### config.mk
export PLATFORM = sky130hd
export DESIGN_NAME = i2s_dac_driver_sv
export DESIGN_NICKNAME = d
export VERILOG_FILES = /design/src/rtl/i2s_dac_driver_sv.sv
export SDC_FILE = /design/constraint.sdc
export NUM_CORES = 1
export LEC_CHECK = 0
export ABC_AREA = 1
export CORE_MARGIN = 5
export CORE_UTILIZATION = 61
export CTS_CLUSTER_SIZE = 12
export DETAILED_ROUTE_END_ITERATION = 16
export PLACE_DENSITY = 0.83
export SKIP_LAST_GASP = 1
export SLEW_MARGIN = 0
export SYNTH_ARGS = -nofsm -noshare
export SYNTH_HDL_FRONTEND = slang
export SYNTH_SLANG_ARGS = --single-unit
### constraint.sdc
create_clock -name i_sysclk_40 -period 2.98 [get_ports i_sysclk_40]
set_clock_uncertainty 0.1 [all_clocks]
set_input_delay 0.596 -clock i_sysclk_40 [delete_from_list [all_inputs] [get_ports i_sysclk_40]]
set_output_delay 0.596 -clock i_sysclk_40 [all_outputs]
set_load 0.01 [all_outputs]
### src/rtl/i2s_dac_driver_sv.sv
// I2S DAC driver: stereo PCM in via valid/ready, MCLK/SCLK/LRCK/SDATA out.
// Optional `define I2S_MUTE_ON_UNDERRUN_EN silences frames that start with no sample pending.
module i2s_dac_driver_sv #(
   parameter int DATA_W      = 16,
   parameter int MCLK_DIV    = 4,
   parameter int SCLK_DIV    = 16,
   parameter int BITS_PER_CH = 32
) (
   input  logic              i_sysclk_40,
   input  logic              i_rst_n,
   input  logic [DATA_W-1:0] i_sample_l,
   input  logic [DATA_W-1:0] i_sample_r,
   input  logic              i_valid,
   output logic              o_ready,
   output logic              o_i2s_mclk,
   output logic              o_i2s_sclk,
   output logic              o_i2s_lrck,
   output logic              o_i2s_sdata,
   output logic              o_underrun
);

   localparam int FRAME = SCLK_DIV * 2 * BITS_PER_CH;
   localparam int CW    = $clog2(FRAME);
   localparam int MB    = $clog2(MCLK_DIV);
   localparam int SB    = $clog2(SCLK_DIV);
   localparam int SW    = CW - SB;

   localparam logic [CW-1:0] C_LAST  = CW'(FRAME - 1);
   localparam logic [SW-1:0] C_BPC   = SW'(BITS_PER_CH);
   localparam logic [SW-1:0] C_DW    = SW'(DATA_W);
   localparam logic [SW-1:0] C_R_END = SW'(BITS_PER_CH + DATA_W);

   logic [CW-1:0]     cnt;
   logic [SW-1:0]     slot;
   logic [SB-1:0]     phase;
   logic [DATA_W-1:0] hold_l, hold_r;
   logic [DATA_W-1:0] lat_l, lat_r;
   logic [DATA_W-1:0] shreg;
   logic              full, full_nxt;
   logic              accept, wrap_now;
   logic              in_l, in_r;
   logic              slot_start, slot_end;

   assign slot       = cnt[CW-1:SB];
   assign phase      = cnt[SB-1:0];
   assign wrap_now   = (cnt == '0);
   assign accept     = i_valid && o_ready;
   assign slot_start = (phase == '0);
   assign slot_end   = (phase == '1);
   // One-bit I2S delay: data starts one slot after each channel boundary
   assign in_l = (slot >= SW'(1)) && (slot <= C_DW);
   assign in_r = (slot > C_BPC) && (slot <= C_R_END);

   always_comb begin
      full_nxt = full;
      if (wrap_now && full)
         full_nxt = 1'b0;
      if (accept)
         full_nxt = 1'b1;
   end

   always_ff @(posedge i_sysclk_40 or negedge i_rst_n) begin
      if (!i_rst_n) begin
         cnt         <= '0;
         hold_l      <= '0;
         hold_r      <= '0;
         lat_l       <= '0;
         lat_r       <= '0;
         shreg       <= '0;
         full        <= 1'b0;
         o_ready     <= 1'b0;
         o_i2s_mclk  <= 1'b0;
         o_i2s_sclk  <= 1'b0;
         o_i2s_lrck  <= 1'b0;
         o_i2s_sdata <= 1'b0;
         o_underrun  <= 1'b0;
      end else begin
         cnt        <= (cnt == C_LAST) ? '0 : cnt + CW'(1);
         o_i2s_mclk <= cnt[MB-1];
         o_i2s_sclk <= cnt[SB-1];
         o_i2s_lrck <= (slot >= C_BPC);
         o_underrun <= wrap_now && !full;
         full       <= full_nxt;
         o_ready    <= !full_nxt;

         if (accept) begin
            hold_l <= i_sample_l;
            hold_r <= i_sample_r;
         end

         if (wrap_now) begin
            if (full) begin
               lat_l <= hold_l;
               lat_r <= hold_r;
            end else begin
`ifdef I2S_MUTE_ON_UNDERRUN_EN
               lat_l <= '0;
               lat_r <= '0;
`else
               lat_l <= lat_l;
               lat_r <= lat_r;
`endif
            end
         end

         // Shift reg reloads late in the boundary slot, after the latch settled
         if (slot_start) begin
            if (in_l || in_r) begin
               o_i2s_sdata <= shreg[DATA_W-1];
               shreg       <= shreg << 1;
            end else begin
               o_i2s_sdata <= 1'b0;
            end
         end else if (slot_end && slot == '0) begin
            shreg <= lat_l;
         end else if (slot_end && slot == C_BPC) begin
            shreg <= lat_r;
         end
      end
   end

endmodule
==> impl_metrics.json, run 1 <==
{
  "status": "finished clean",
  "cts_max_level": 3,
  "nNetsFinal": 545,
  "cts_hold_buf": 0,
  "top_level_ports": 41,
  "cp-startpoint": "cnt[1]",
  "arrival_ns": 2.26,
  "crit_path_end_kind": "flip-flop",
  "wire_per_inst_um": 14.0,
  "synth-seq-area-share_pct": 57.7,
  "synth_ff_type": "dfrtp_1",
  "reg2reg_depth": 9,
  "cp-start-kind": "flip-flop",
  "worstReg2RegEnd": "shreg[15]",
  "viasPerCell": 5.33,
  "overflow": 0,
  "grt_start_max_net_pins": 58,
  "yosysWarnings": 0,
  "finalPower_mw": 2.73,
  "cts.clk_slew.worst_paths_ns": 0.09,
  "max-vdd-ir-drop_mv": 0.458,
  "setup_violations": 0,
  "syn-instance-count": 475,
  "drive_above_1_share_pct": 8.97,
  "crit_required_ns": 3.18,
  "worstSetupPathType": "flip-flop to flip-flop",
  "crit_fanout": 17,
  "num_rows": 30,
  "ant_nets": 0,
  "crit_path_end": "shreg[15]",
  "drt_wl_total_mm": 8.27,
  "grt_usage_pct": 20.9,
  "r2r-start": "cnt[1]",
  "place.gp.congestion": 0.801,
  "area_growth_pct": 15.6,
  "synth_edf_count": 0,
  "cts_buffers": 9,
  "rsz0062_at_grt": "no",
  "dp_hpwl_mm": 5.49,
  "diodes": 0,
  "cts.path.max_buffers": 2,
  "fin_crit_sh_pct": 69.2,
  "root_buffer": "clkbuf_8",
  "first_pass_iters": 5,
  "clock_latency_ns": 0.36,
  "p_leak_nw": 2.53,
  "antenna_found_initial": 0,
  "grt_pass1_vias": 3052,
  "slew_viol_final": 0,
  "min_path_type": "input port to async pin",
  "synth_fp_nets": 512,
  "die_h_um": 93.1,
  "drc": 0,
  "totalNegativeSetupSlack_ns": 0,
  "power_density_nw_per_um2": 562,
  "drt_iter0_drc": 219,
  "cts_tree": "done",
  "ys_async_sr_fraction_pct": 100,
  "worst_pin_slew_ns": 0.573,
  "syn-cell-area_um2": 4210,
  "initial_core_util_pct": 62.3,
  "die_x_um": 93.1,
  "cap_viol_max_count": 0,
  "vias": 3161,
  "fp.coreArea_um2": 6760,
  "fin_util_pct": 72.0,
  "finalCriticalPeriod_ns": 2.06,
  "postCtsSetupRepairBufs": 0,
  "cts_resized": 0,
  "r2r_setup_slack_ns": 0.92,
  "clkSinkCount": 97,
  "hold_violations": 0,
  "ys_types": 25,
  "avgSynthCellArea_um2": 8.86,
  "grt_pass1_wl_mm": 14.2,
  "synth-seq-cells": 97,
  "portBuffers": 40,
  "dieArea_um2": 8660,
  "relSlewSlack_pct": 61.7,
  "fmax_mhz": 485
}
==> worst min path at each step <==
stage / start / to
3_5_place_dp: cnt[3] / o_i2s_sclk
6_report: i_rst_n / o_i2s_sclk
4_1_cts: i_rst_n / cnt[5]
3_3_place_gp: cnt[3] / o_i2s_sclk
2_1_floorplan: i_rst_n / cnt[0]
5_1_grt: i_rst_n / o_i2s_sclk
==> cells in the final DEF, fill, tap and decap left out, types with 4 or more instances in the layout <==
cell type        count
nand3_1             43
clkdlybuf4s50_1     39
dfrtp_1             97
o21ai_0              7
buf_4                6
inv_1               43
o21ai_1             15
mux2_2               7
nor2_1              50
nand2_1            120
nand2_2              4
o21ai_2              5
xor2_1               4
a21oi_1             41
clkbuf_8            10
==> report_power, final <==
part | switching [mW] | total (mW) | internal [mW]
sequential | 0.0493 | 1.51 | 1.46
clock | 0.450 | 0.948 | 0.499
combinational | 0.154 | 0.276 | 0.122
==> critical path, stage by stage, from the launching register on <==
cell	delay [ns]
dfrtp_1	0.40
inv_1	0.06
ha_1	0.18
nand2_2	0.14
inv_1	0.07
nand3_2	0.27
nand2_1	0.13
inv_1	0.41
nand2_1	0.12
nand2_1	0.09
==> registers in the layout, summed over array words and instances, names as in the netlist <==
signal	flops
cnt	10
full	1
hold_l	16
hold_r	16
lat_l	16
lat_r	16
o_i2s_lrck	1
o_i2s_mclk	1
o_i2s_sclk	1
o_i2s_sdata	1
o_ready	1
o_underrun	1
shreg	16
==> metal layers <==
metal / GRT usage [%] / wire length [µm] / vias to the layer above
met2: 34.2 / 4250 / 81
met5: 0 / 0 / -
met1: 27.2 / 3450 / 1500
met3: 5.23 / 399 / 15
li1: - / - / 1565
met4: 7.69 / 175 / 0
==> Yosys cell counts (2+ instances only) <==
| cell | count | share of area, % |
|---|---|---|
| ha_1 | 2 | 0.59 |
| nand4_1 | 2 | 0.30 |
| clkbuf_1 | 11 | 0.98 |
| nor3_1 | 2 | 0.24 |
| nand2_2 | 3 | 0.45 |
| mux2_2 | 7 | 1.9 |
| o21ai_1 | 15 | 1.8 |
| a21oi_1 | 41 | 4.9 |
| nor2_8 | 2 | 0.95 |
| nor2_4 | 2 | 0.54 |
| dfrtp_1 | 97 | 58 |
| nand3_1 | 43 | 5.1 |
| buf_2 | 7 | 0.83 |
| buf_6 | 4 | 1.1 |
| xor2_1 | 4 | 0.83 |
| inv_1 | 43 | 3.8 |
| o21ai_2 | 5 | 1.0 |
| o21ai_0 | 7 | 0.83 |
| nor2_1 | 50 | 4.5 |
| inv_2 | 2 | 0.18 |
| buf_1 | 2 | 0.18 |
| nand2_1 | 121 | 11 |
==> cell type report <==
| type | count | area, µm² |
|---|---|---|
| Clock buffer | 10 | 138 |
| Clock inverter | 6 | 87.6 |
| Fill cell | 501 | 1890 |
| Inverter | 45 | 169 |
| Multi-Input combinational cell | 309 | 1490 |
| Sequential cell | 97 | 2430 |
| Tap cell | 80 | 100 |
| Timing Repair Buffer | 46 | 455 |
==> logic make-up (layout without fill, tap and decap cells) <==
logic type | after synthesis | after routing | share of synthesized area (%)
simple gates | 228 | 228 | 23.4
flops | 97 | 97 | 57.7
compound gates | 68 | 68 | 8.53
fa+ha+maj | 2 | 2 | 0.595
buf+inv | 69 | 107 | 7.08
mux | 7 | 7 | 1.87
xor+xnor | 4 | 4 | 0.833
==> metrics by stage <==
stage,area [µm²],hold WS (ns),cells,worst slack [ns]
3_3_place_gp,4640,0.296,577,0.982
6_report,4860,0.104,593,0.919
5_1_grt,4860,0.133,593,0.734
3_5_place_dp,4640,0.296,577,0.885
2_1_floorplan,4210,0.200,475,1.33
4_1_cts,4860,0.115,593,0.919
Power figures use the tool's default switching activity.
==> inputs of run 2 (changes only) <==
--- a/config.mk
+++ b/config.mk
@@ -7,10 +7,10 @@
 export LEC_CHECK = 0
 export ABC_AREA = 1
 export CORE_MARGIN = 5
-export CORE_UTILIZATION = 61
+export CORE_UTILIZATION = 51
 export CTS_CLUSTER_SIZE = 12
 export DETAILED_ROUTE_END_ITERATION = 16
-export PLACE_DENSITY = 0.83
+export PLACE_DENSITY = 0.74
 export SKIP_LAST_GASP = 1
 export SLEW_MARGIN = 0
 export SYNTH_ARGS = -nofsm -noshare
==> constraint.sdc (replaced) <==
create_clock -name i_sysclk_40 -period 1.7 [get_ports i_sysclk_40]
set_clock_uncertainty 0.1 [all_clocks]
set_input_delay 0.34 -clock i_sysclk_40 [delete_from_list [all_inputs] [get_ports i_sysclk_40]]
set_output_delay 0.34 -clock i_sysclk_40 [all_outputs]
set_load 0.01 [all_outputs]
==> run 2 against run 1 <==
Effect of this change: global-route usage down 3.2 points; sequential cell count is the same; total power is 71% higher; critical path type unchanged; non-clock buffer count increased by 17; cell area grew 4.8%; via count decreased by 0.76%.
==> impl_metrics.json, run 2 (synthesis results as in run 1) <==
{
  "status": "finished clean",
  "cp-start-kind": "flip-flop",
  "die_h_um": 101,
  "path_buf_inv": 2,
  "drt_iter0_drc": 190,
  "r2r_setup_slack_ns": 0.03,
  "grt_pass1_wl_mm": 14.3,
  "setup_violations": 0,
  "drive_above_1_share_pct": 13.0,
  "cts_max_level": 3,
  "cts.path.max_buffers": 2,
  "fp.coreArea_um2": 8130,
  "power_density_nw_per_um2": 917,
  "place.gp.congestion": 0.782,
  "slew_viol_final": 0,
  "p_comb_share_pct": 10.3,
  "crit_path_end_kind": "flip-flop",
  "fin_crit_sh_pct": 98.0,
  "dp_hpwl_mm": 5.58,
  "arrival_ns": 1.81,
  "p_clk_share_pct": 33.2,
  "crit_required_ns": 1.84,
  "root_buffer": "clkbuf_8",
  "diodes": 0,
  "slowest_delay_ns": 0.41,
  "p_leak_nw": 2.67,
  "worstReg2RegEnd": "shreg[4]",
  "initial_core_util_pct": 51.7,
  "drt_wl_total_mm": 8.03,
  "relSlewSlack_pct": 75.6,
  "clock_latency_ns": 0.36,
  "internal-power_mw": 3.52,
  "min_path_type": "input port to async pin",
  "cts_tree": "done",
  "crit_fanout": 16,
  "crit_chain": "ha_2 > nand2_2 > nor2_4 > nand4_1 > nand2_1 > inv_2 > buf_12 > nand2_1 > nand2_1",
  "slowest_stage": "dfrtp_1",
  "r2r-start": "cnt[1]",
  "seq_power_share_pct": 56.5,
  "path_delay_family": "simple AND/OR/NAND/NOR gates",
  "drc": 0,
  "switchingPower_mw": 1.16,
  "finish.instance_area_um2": 5090,
  "portBuffers": 40,
  "dieArea_um2": 10200,
  "totalNegativeSetupSlack_ns": 0,
  "switching_share_pct": 24.8,
  "finalCriticalPeriod_ns": 1.67,
  "top_level_ports": 41,
  "worst_pin_slew_ns": 0.366,
  "cap_viol_max_count": 0,
  "grt_pass1_vias": 3127,
  "hold_violations": 0,
  "grt_start_max_net_pins": 58,
  "path_common_cell": "nand2_1",
  "vias": 3137,
  "nNetsFinal": 562,
  "ant_nets": 0,
  "antenna_found_initial": 0,
  "rsz0062_at_grt": "yes",
  "max-vdd-ir-drop_mv": 0.674,
  "first_pass_iters": 4,
  "worstSetupPathType": "flip-flop to flip-flop",
  "wire_per_inst_um": 12.7,
  "area_growth_pct": 21.1,
  "placedCellCount": 616,
  "num_rows": 33,
  "fmax_mhz": 600,
  "die_x_um": 101,
  "clkSinkCount": 97,
  "final_common_cell": "nand2_1",
  "reg2reg_depth": 9,
  "placed_cell_area_um2": 4820,
  "cts_buffers": 9,
  "mostFrequentLayoutCells": "nand2_1 (119), dfrtp_1 (97), nor2_1 (49), nand3_1 (43), inv_1 (42)",
  "finalPower_mw": 4.67,
  "cts.clk_slew.worst_paths_ns": 0.10,
  "fin_cells": 635,
  "grt_usage_pct": 17.7,
  "viasPerCell": 4.94,
  "overflow": 0
}
[run 2: worst max-delay path by stage]
stage,to,startpoint,cells past startpoint
after floorplan,shreg[6],cnt[1],10
after global placement,shreg[15],cnt[0],7
after detailed placement,cnt[3],cnt[1],6
after CTS,o_i2s_sclk,o_i2s_sclk,1
after global routing,shreg[12],cnt[1],9
final,shreg[4],cnt[1],9
[run 2: final cells by class]
class	instances	area, µm²
Sequential cell	97	2430
Inverter	45	169
Clock inverter	5	63.8
Tap cell	105	131
Fill cell	676	3040
Multi-Input combinational cell	309	1520
Clock buffer	11	141
Timing Repair Buffer	63	644
[run 2: layer usage]
layer	global-route usage, %	vias to the layer above	share of wire [%]
li1	-	1599	-
met1	24.5	1486	47
met2	27.8	47	49
met3	3.60	5	3.7
met4	6.53	0	0.52
met5	0	-	0
[run 2: power groups by stage]
| stage | sequential (mW) | clock [mW] | combinational, mW |
|---|---|---|---|
| floorplan | 2.67 | 0 | 0.285 |
| global placement | 2.68 | 0 | 0.471 |
| detailed placement | 2.69 | 0 | 0.492 |
| CTS | 2.64 | 1.57 | 0.492 |
| global route | 2.67 | 1.68 | 0.558 |
| finish | 2.64 | 1.55 | 0.482 |
[run 2: what timing repair did]
action / 4_1_cts / 5_1_grt
resized for setup: 5 / 12
endpoints found under the hold margin: 24 / 0
setup endpoints to repair: 20 / 30
setup buffers: 0 / 2
pin swaps: 0 / 5
hold buffers: 1 / 0
[run 2: stage by stage]
stage,hold WS [ns],utilization (%),setup WS (ns)
floorplan,-0.0556,-,0.0521
global placement,0.177,59.3,0.0387
detailed placement,0.184,59.3,-0.00381
CTS,0.320,62.0,0.0161
global route,0.343,62.6,-0.0587
finish,0.316,62.6,0.0342
[run 2: worst reg2reg max path, cell delays in order (launching register included)]
cell and delay, ns:
dfrtp_1 0.41, ha_2 0.21, nand2_2 0.08, nor2_4 0.15, nand4_1 0.14, nand2_1 0.14, inv_2 0.05, buf_12 0.14
nand2_1 0.06, nand2_1 0.07
==> inputs of run 3 (changes only) <==
--- a/config.mk
+++ b/config.mk
@@ -10,6 +10,7 @@
 export CORE_UTILIZATION = 51
 export CTS_CLUSTER_SIZE = 12
 export DETAILED_ROUTE_END_ITERATION = 16
+export MAX_ROUTING_LAYER = met4
 export PLACE_DENSITY = 0.74
 export SKIP_LAST_GASP = 1
 export SLEW_MARGIN = 0
==> run 3 against run 2 <==
Effect of this change: the flow now finishes with violations (negative setup slack); final cell count grew 0.79%; wire length grew 6.2%; via count is 2.2% higher; critical path depth down 1; total power increased by 2.8%; worst setup slack got worse by 0.062 ns; die area unchanged; core utilization increased by 0.95 points; global-route usage rose by 0.34 points; cell area grew 1.5%.
==> impl_metrics.json, run 3 (synthesis results as in run 1) <==
{
  "slew_viol_final": 0,
  "die_x_um": 101,
  "dr_wl_met3_um": 385,
  "cp-start-kind": "flip-flop",
  "cts_max_level": 3,
  "viasPerCell": 5.01,
  "cap_viol_max_count": 0,
  "fin_util_pct": 63.6,
  "place.gp.congestion": 0.803,
  "met1_length_mm": 3.75,
  "portBuffers": 40,
  "totalNegativeSetupSlack_ns": -0.0746,
  "crit_required_ns": 1.90,
  "num_rows": 33,
  "max-vdd-ir-drop_mv": 0.541,
  "power_density_nw_per_um2": 929,
  "fillers": 664,
  "crit_fanout": 7,
  "vias": 3206,
  "drt_iter0_drc": 243,
  "whs_ns": 0.320,
  "fin_crit_sh_pct": 102,
  "worstSetupPathType": "flip-flop to flip-flop",
  "fmax_mhz": 579,
  "setup_slack_ns": -0.0276,
  "drive_above_1_share_pct": 15.1,
  "die_h_um": 101,
  "crit_path_end_kind": "flip-flop",
  "top_level_ports": 41,
  "hold_violations": 0,
  "status": "complete, but fails checks",
  "p_leak_nw": 2.69,
  "grt_pass1_vias": 3163,
  "top_layer_used": "met4",
  "min_path_type": "flip-flop to flip-flop",
  "drt_wl_total_mm": 8.54,
  "violations": "negative setup slack",
  "finalCriticalPeriod_ns": 1.73,
  "first_pass_iters": 4,
  "relSlewSlack_pct": 65.8,
  "final_common_cell": "nand2_1",
  "drc": 0,
  "ant_nets": 0,
  "dp_hpwl_mm": 5.58,
  "wire_per_inst_um": 13.3,
  "cts_buffers": 9,
  "root_buffer": "clkbuf_8",
  "wl_met2_mm": 4.28,
  "cts.clk_slew.worst_paths_ns": 0.09,
  "nNetsFinal": 567,
  "diodes": 0,
  "grt_start_max_net_pins": 98,
  "cts.path.max_buffers": 2,
  "clkSinkCount": 97,
  "clock_latency_ns": 0.36,
  "dieArea_um2": 10200,
  "area_growth_pct": 22.9,
  "overflow": 0,
  "grt_usage_pct": 18.1,
  "rsz0062_at_grt": "yes",
  "worst_pin_slew_ns": 0.513,
  "cts_tree": "done",
  "antenna_found_initial": 0,
  "setup_violations": 7,
  "finalPower_mw": 4.80,
  "holdPathStages": 0,
  "initial_core_util_pct": 51.7,
  "grt_pass1_wl_mm": 14.3,
  "mostFrequentLayoutCells": "nand2_1 (115), dfrtp_1 (97), nor2_1 (49), inv_1 (42), nand3_1 (42)",
  "arrival_ns": 1.93,
  "reg2reg_depth": 8,
  "fp.coreArea_um2": 8130
}
[run 3: what timing repair did]
action / CTS / global route
pin swaps: 0 / 8
gates resized for setup: 3 / 23
hold buffers: 1 / 0
hold endpoints to repair: 97 / 0
buffers inserted: 0 / 3
setup endpoints to repair: 23 / 24
cloned: 0 / 2
[run 3: critical path: stages, from the launching register on]
cell and delay, ns:
dfrtp_1 0.41, ha_2 0.21, nand2_2 0.08, nor2_4 0.13, nand4_1 0.21, buf_4 0.24, a21oi_1 0.15, nand2_1 0.07
nand2_1 0.05
[run 3: layout make-up]
class	count	area [µm²]	area share, %
tap	105	131	2.54
multi-input combinational	309	1530	29.6
clock inverter	6	90.1	1.74
clock buffer	10	138	2.66
timing repair buffer	68	684	13.2
sequential	97	2430	46.9
inverter	45	169	3.27
[run 3: final timing paths]
kind	from	endpoint	slack [ns]
max in group asynchronous	i_rst_n	shreg[11]	0.64
setup / recovery	cnt[1]	shreg[12]	-0.03
hold / removal	cnt[9]	o_i2s_lrck	0.32
min in group asynchronous	i_rst_n	cnt[3]	0.44
setup reg to reg	cnt[1]	shreg[12]	-0.03
hold reg to reg	cnt[9]	o_i2s_lrck	0.32
[run 3: where the power goes]
group	switching, mW	internal (mW)	total, mW	leakage [nW]
registers	0.0830	2.56	2.64	1.07
logic	0.260	0.218	0.478	1.51
clock network	0.807	0.874	1.68	0.113
[run 3: metrics by stage]
stage          std cells  area (µm²)  worst slack [ns]
2_1_floorplan        475        4210            0.0521
3_3_place_gp         618        4810           0.00878
3_5_place_dp         618        4810           -0.0696
4_1_cts              635        5050           0.00451
5_1_grt              640        5170            -0.153
6_report             640        5170           -0.0276
[run 3: metal layers]
layer	up-vias	track usage (%)
met5	-	-
met4	0	6.53
met3	15	3.32
met2	75	28.5
met1	1504	23.5
li1	1612	-
